### config.mk
export PLATFORM = sky130hd
export DESIGN_NAME = reaction_led_gen
export DESIGN_NICKNAME = d
export VERILOG_FILES = /design/src/rtl/reaction_led_gen.sv
export SDC_FILE = /design/constraint.sdc
export NUM_CORES = 1
export LEC_CHECK = 0
export ABC_AREA = 1
export CAP_MARGIN = 10
export CORE_UTILIZATION = 60
export DETAILED_ROUTE_END_ITERATION = 8
export DONT_BUFFER_PORTS = 1
export HOLD_SLACK_MARGIN = 0.1
export PLACE_DENSITY = 0.74
export REMOVE_ABC_BUFFERS = 1
export SETUP_SLACK_MARGIN = 0.02
export SLEW_MARGIN = 20
export SYNTH_ARGS = -nofsm -noshare
export SYNTH_HDL_FRONTEND = slang
export SYNTH_SLANG_ARGS = --single-unit
### constraint.sdc
create_clock -name clk -period 4.35 [get_ports clk]
set_input_delay 1.305 -clock clk [delete_from_list [all_inputs] [get_ports clk]]
set_output_delay 1.305 -clock clk [all_outputs]
set_load 0.01 [all_outputs]
### src/rtl/reaction_led_gen.sv
// reaction_led_gen: countdown, pseudo-random delay and target pattern generator
// for the reaction-time test. Supports several acknowledged rounds per game.
module reaction_led_gen #(
    parameter int CLK_HZ      = 50_000_000,
    parameter int LED_W       = 8,
    parameter int WAIT_SEC    = 3,
    parameter int RAND_MS_MAX = 1023,
    parameter int ROUNDS      = 1,
    parameter int MULTI_HOT   = 0
) (
    input  logic             clk,
    input  logic             rst_n,
    input  logic             restart,
    input  logic             ack,
    output logic             det_start,
    output logic [LED_W-1:0] led,
    output logic [3:0]       sec_left,
    output logic [7:0]       round_idx,
    output logic             busy,
    output logic             done
);

    localparam int MS_CYC = CLK_HZ / 1000;
    localparam int SEC_W  = $clog2(CLK_HZ);
    localparam int MS_W   = (MS_CYC > 1) ? $clog2(MS_CYC) : 1;

    localparam logic [SEC_W-1:0] SEC_LAST   = SEC_W'(CLK_HZ - 1);
    localparam logic [MS_W-1:0]  MS_LAST    = MS_W'(MS_CYC - 1);
    localparam logic [15:0]      LFSR_SEED  = 16'hACE1;
    localparam logic [15:0]      LFSR_TAPS  = 16'hB400;
    localparam logic [15:0]      RAND_MASK  = 16'(RAND_MS_MAX);
    localparam logic [7:0]       ROUND_LAST = 8'(ROUNDS - 1);
    localparam logic [3:0]       WAIT_INIT  = 4'(WAIT_SEC);
    localparam logic [7:0]       LED_CNT    = 8'(LED_W);

    typedef enum logic [2:0] {
        S_IDLE  = 3'd0,
        S_COUNT = 3'd1,
        S_RAND  = 3'd2,
        S_SHOW  = 3'd3,
        S_DONE  = 3'd4
    } state_t;

    // One step of the right-shifting Galois LFSR; a non-zero state never maps to zero.
    function automatic logic [15:0] lfsr_step(input logic [15:0] v);
        return (v >> 1) ^ (v[0] ? LFSR_TAPS : 16'h0000);
    endfunction

    // Target pattern derived from the current LFSR value.
    function automatic logic [LED_W-1:0] target_pattern(input logic [15:0] v);
        logic [7:0]       idx;
        logic [LED_W-1:0] p;
        idx = 8'd0;
        p   = '0;
        if (MULTI_HOT != 0) begin
            p = v[LED_W-1:0];
            if (p == '0) begin
                p = LED_W'(1'b1);
            end else begin
                p = v[LED_W-1:0];
            end
        end else begin
            idx = v[15:8] % LED_CNT;
            p   = LED_W'(1'b1) << idx;
        end
        return p;
    endfunction

    state_t           state_q, state_d;
    logic [LED_W-1:0] led_q, led_d;
    logic             det_q, det_d;
    logic [3:0]       sec_left_q, sec_left_d;
    logic [7:0]       round_q, round_d;
    logic [SEC_W-1:0] sec_cnt_q, sec_cnt_d;
    logic [MS_W-1:0]  ms_cnt_q, ms_cnt_d;
    logic [15:0]      delay_q, delay_d;
    logic [15:0]      lfsr_q, lfsr_d;

    // Next-state and datapath: restart overrides everything, then per-state behaviour.
    always_comb begin
        state_d    = state_q;
        led_d      = led_q;
        det_d      = 1'b0;
        sec_left_d = sec_left_q;
        round_d    = round_q;
        sec_cnt_d  = sec_cnt_q;
        ms_cnt_d   = ms_cnt_q;
        delay_d    = delay_q;
        lfsr_d     = lfsr_step(lfsr_q);

        if (restart) begin
            state_d    = S_COUNT;
            sec_left_d = WAIT_INIT;
            round_d    = 8'd0;
            led_d      = '0;
            sec_cnt_d  = '0;
        end else begin
            case (state_q)
                S_IDLE: begin
                    led_d = '0;
                end
                S_COUNT: begin
                    if (sec_cnt_q == SEC_LAST) begin
                        sec_cnt_d = '0;
                        if (sec_left_q <= 4'd1) begin
                            sec_left_d = 4'd0;
                            state_d    = S_RAND;
                            delay_d    = lfsr_q & RAND_MASK;
                            ms_cnt_d   = '0;
                        end else begin
                            sec_left_d = sec_left_q - 4'd1;
                        end
                    end else begin
                        sec_cnt_d = sec_cnt_q + SEC_W'(1'b1);
                    end
                end
                S_RAND: begin
                    if (delay_q == 16'd0) begin
                        state_d = S_SHOW;
                        led_d   = target_pattern(lfsr_q);
                        det_d   = 1'b1;
                    end else if (ms_cnt_q == MS_LAST) begin
                        ms_cnt_d = '0;
                        delay_d  = delay_q - 16'd1;
                    end else begin
                        ms_cnt_d = ms_cnt_q + MS_W'(1'b1);
                    end
                end
                S_SHOW: begin
                    if (ack) begin
                        led_d = '0;
                        if (round_q < ROUND_LAST) begin
                            round_d  = round_q + 8'd1;
                            state_d  = S_RAND;
                            delay_d  = lfsr_q & RAND_MASK;
                            ms_cnt_d = '0;
                        end else begin
                            state_d = S_DONE;
                        end
                    end else begin
                        led_d = led_q;
                    end
                end
                S_DONE: begin
                    led_d = '0;
                end
                default: begin
                    state_d = S_IDLE;
                    led_d   = '0;
                end
            endcase
        end
    end

    // State and datapath registers with asynchronous reset.
    always_ff @(posedge clk or negedge rst_n) begin
        if (!rst_n) begin
            state_q    <= S_IDLE;
            led_q      <= '0;
            det_q      <= 1'b0;
            sec_left_q <= 4'd0;
            round_q    <= 8'd0;
            sec_cnt_q  <= '0;
            ms_cnt_q   <= '0;
            delay_q    <= 16'd0;
            lfsr_q     <= LFSR_SEED;
        end else begin
            state_q    <= state_d;
            led_q      <= led_d;
            det_q      <= det_d;
            sec_left_q <= sec_left_d;
            round_q    <= round_d;
            sec_cnt_q  <= sec_cnt_d;
            ms_cnt_q   <= ms_cnt_d;
            delay_q    <= delay_d;
            lfsr_q     <= lfsr_d;
        end
    end

    assign det_start = det_q;
    assign led       = led_q;
    assign sec_left  = sec_left_q;
    assign round_idx = round_q;
    assign busy      = (state_q == S_COUNT) || (state_q == S_RAND) || (state_q == S_SHOW);
    assign done      = (state_q == S_DONE);

endmodule

==> reports/qor.yml <==
global_routing:
  overflow: 0
  grt_max_degree: 91
  grt_usage_pct: 26.5
  grt_pass1_vias: 4359
  grt_pass1_wl_mm: 20.4
  antenna_found_initial: 0
timing:
  fin_worst_skew_ns: 0.0142
  slew_headroom_pct: 61.7
  hold_violations: 0
  layout_worst_path_cycle_share_pct: 57.5
  final-max-slew-violation-count: 0
  fin_crit_ns: 2.50
  max_freq_mhz: 400
  setup_violations: 0
  rsz0062_at_grt: "no"
  tightest_slew_ns: 0.572
  worst_slack_ns: 1.85
  finalSetupTns_ns: 0
finish:
  final_common_cell: "nand2_1"
  final_cell_mix: "nand2_1 (232), nor2_1 (89), dfrtp_1 (82)"
  drive_above_1_share_pct: 9.12
  nNetsFinal: 751
  area_delta_synth_final_pct: 2.79
  num_antenna_cells: 0
  num-fill-cells: 797
status:
  status: "finished clean"
die:
  die_h_um: 97.4
  ios: 27
  fp.dieW_um: 97.4
  die_area_sq_um: 9490
  start_util_pct: 62.3
  core-area_sq_um: 8760
  rows: 34
critical_path:
  worstReg2RegEnd: "delay_q[0]"
  max_stage_delay_ns: 0.47
  worstSetupEndpointType: "output port"
  r2r_cells: 10
  cp_max_fo: 7
  critPathBufInv: 0
  crit_start: "state_q[0]"
  cp_cell_sequence: "nor3_1"
  crit_path_end: "done"
  cp.required_ns: 3.04
  slowest_stage: "dfrtp_1"
  cp_data_arrival_time_ns: 1.20
  cp.depth: 1
  cp-start-kind: "flop"
  r2r_start: "state_q[1]"
  critPathKind: "reg2out"
  path_delay_family: "flip-flops"
  ff2ff_setup_slack_ns: 1.96
yosys:
  synth_warnings: 0
  synth_cell_types: 43
  netlist_instances: 749
  ys_ff_latch: 90
  synth_area_per_cell_sq_um: 7.29
  synth-seq-area-share_pct: 41.4
  synth_area_sq_um: 5460
placed_design:
  dp_worst_setup_slack_ns: 1.81
  detailed_place_hpwl_mm: 8.41
  port_buffers: 0
  gp_congestion: 0.916
routing:
  routed_via_density: 5.60
  drtPass1Iterations: 5
  ant_nets: 0
  wl_mm: 11.9
  via_count: 4785
  wire_per_inst_um: 13.9
  dr.first_iter.drc_count: 293
  drc: 0
clocking:
  ctsResizeCount: 0
  clk_latency_ns: 0.37
  cts_buffers: 9
  hold_buffers: 0
  clock-sinks: 90
  post_cts_buffers: 0
  cts_tree: "built"
  cts.path.max_buffers: 2
  cts_root_buf: "clkbuf_8"
  h-tree-depth: 3
  path_clk_slew_ns: 0.09
power_and_ir_drop:
  vdd_drop_max_v: 0.000359
  power_density_nw_per_um2: 493
  p_leak_uw: 0.00263
flow_run:
  maxCapViolCount: 0
min_path:
  hold_path_depth: 0
  worst_hold_path_type: "reg2reg"
==> per-layer routing <==
metal,GRT usage [%],up-vias,part of all wire [%]
met3,4.03,20,3.9
met1,36.6,2268,48
met2,42.9,114,46
met5,0,-,0
met4,8.94,0,1.6
li1,-,2383,-
==> how the worst min path moves through the flow <==
stage | from | end | slack, ns
2_1_floorplan | lfsr_q[12] | lfsr_q[11] | 0.33
3_3_place_gp | lfsr_q[12] | lfsr_q[11] | 0.34
3_5_place_dp | lfsr_q[12] | lfsr_q[11] | 0.34
4_1_cts | lfsr_q[12] | lfsr_q[11] | 0.36
5_1_grt | lfsr_q[12] | lfsr_q[11] | 0.37
6_report | lfsr_q[12] | lfsr_q[11] | 0.36
==> synthesized netlist by cell type, drive strengths merged <==
cell type | instances | area share, %
o31ai | 5 | 0.69
xnor2 | 5 | 0.80
a21boi | 1 | 0.14
a31o | 2 | 0.32
nor2 | 100 | 8.0
nand2 | 242 | 17
buf | 22 | 3.2
o21ai | 47 | 4.3
dfrtp | 82 | 38
clkbuf | 5 | 0.34
nand3b | 2 | 0.27
a21oi | 3 | 0.55
ha | 6 | 1.4
o21bai | 4 | 0.55
nor4 | 1 | 0.11
dfstp | 8 | 3.8
o211ai | 2 | 0.27
xor2 | 8 | 1.3
and2 | 1 | 0.11
clkinv | 1 | 0.069
conb | 1 | 0.069
inv | 68 | 4.7
or2 | 6 | 0.69
nand4 | 18 | 2.1
o2111ai | 1 | 0.16
a22o | 1 | 0.16
nand3 | 85 | 8.7
o22ai | 7 | 0.80
nor3 | 15 | 1.5
==> where the power goes <==
part,switching [uW],internal (uW),leakage (uW)
logic,836,364,0.00133
registers,112,920,0.00122
clock network,320,214,0.0000835
==> layout make-up <==
type	count	area [sq um]	area share (%)
Inverter	69	259	4.61
Multi-Input combinational cell	570	2770	49.4
Clock inverter	6	50.0	0.891
Sequential cell	90	2260	40.3
Clock buffer	10	128	2.27
Tap cell	108	135	2.41
Timing Repair Buffer	1	7.51	0.134
==> kinds of logic (layout without fill, tap and decap cells) <==
kind of cell,count (synthesis),count (layout),share of synthesized area (%)
compound gates,73,73,7.95
xor+xnor,13,13,2.08
fa+ha+maj,6,6,1.37
buf+inv,96,86,8.29
flops,90,90,41.4
other cells,1,8,0.0686
simple gates,470,470,38.8
==> state kept, by name, summed over array words and instances (netlist names) <==
| name | flops |
|---|---|
| state_q | 3 |
| det_start | 1 |
| sec_cnt_q | 26 |
| lfsr_q | 16 |
| ms_cnt_q | 16 |
| sec_left | 4 |
| led | 8 |
| delay_q | 16 |
==> through the flow <==
| step | std cells | hold WS [ns] | power (uW) | utilization (%) | cell area [sq um] |
|---|---|---|---|---|---|
| global route | 854 | 0.369 | 2990 | 64.1 | 5620 |
| floorplan | 729 | 0.333 | 1960 | - | 5300 |
| detailed placement | 838 | 0.343 | 2230 | 62.1 | 5440 |
| finish | 854 | 0.359 | 2770 | 64.1 | 5620 |
| global placement | 838 | 0.338 | 2190 | 62.1 | 5440 |
| CTS | 854 | 0.364 | 2770 | 64.1 | 5620 |
Power figures use the tool's default switching activity.
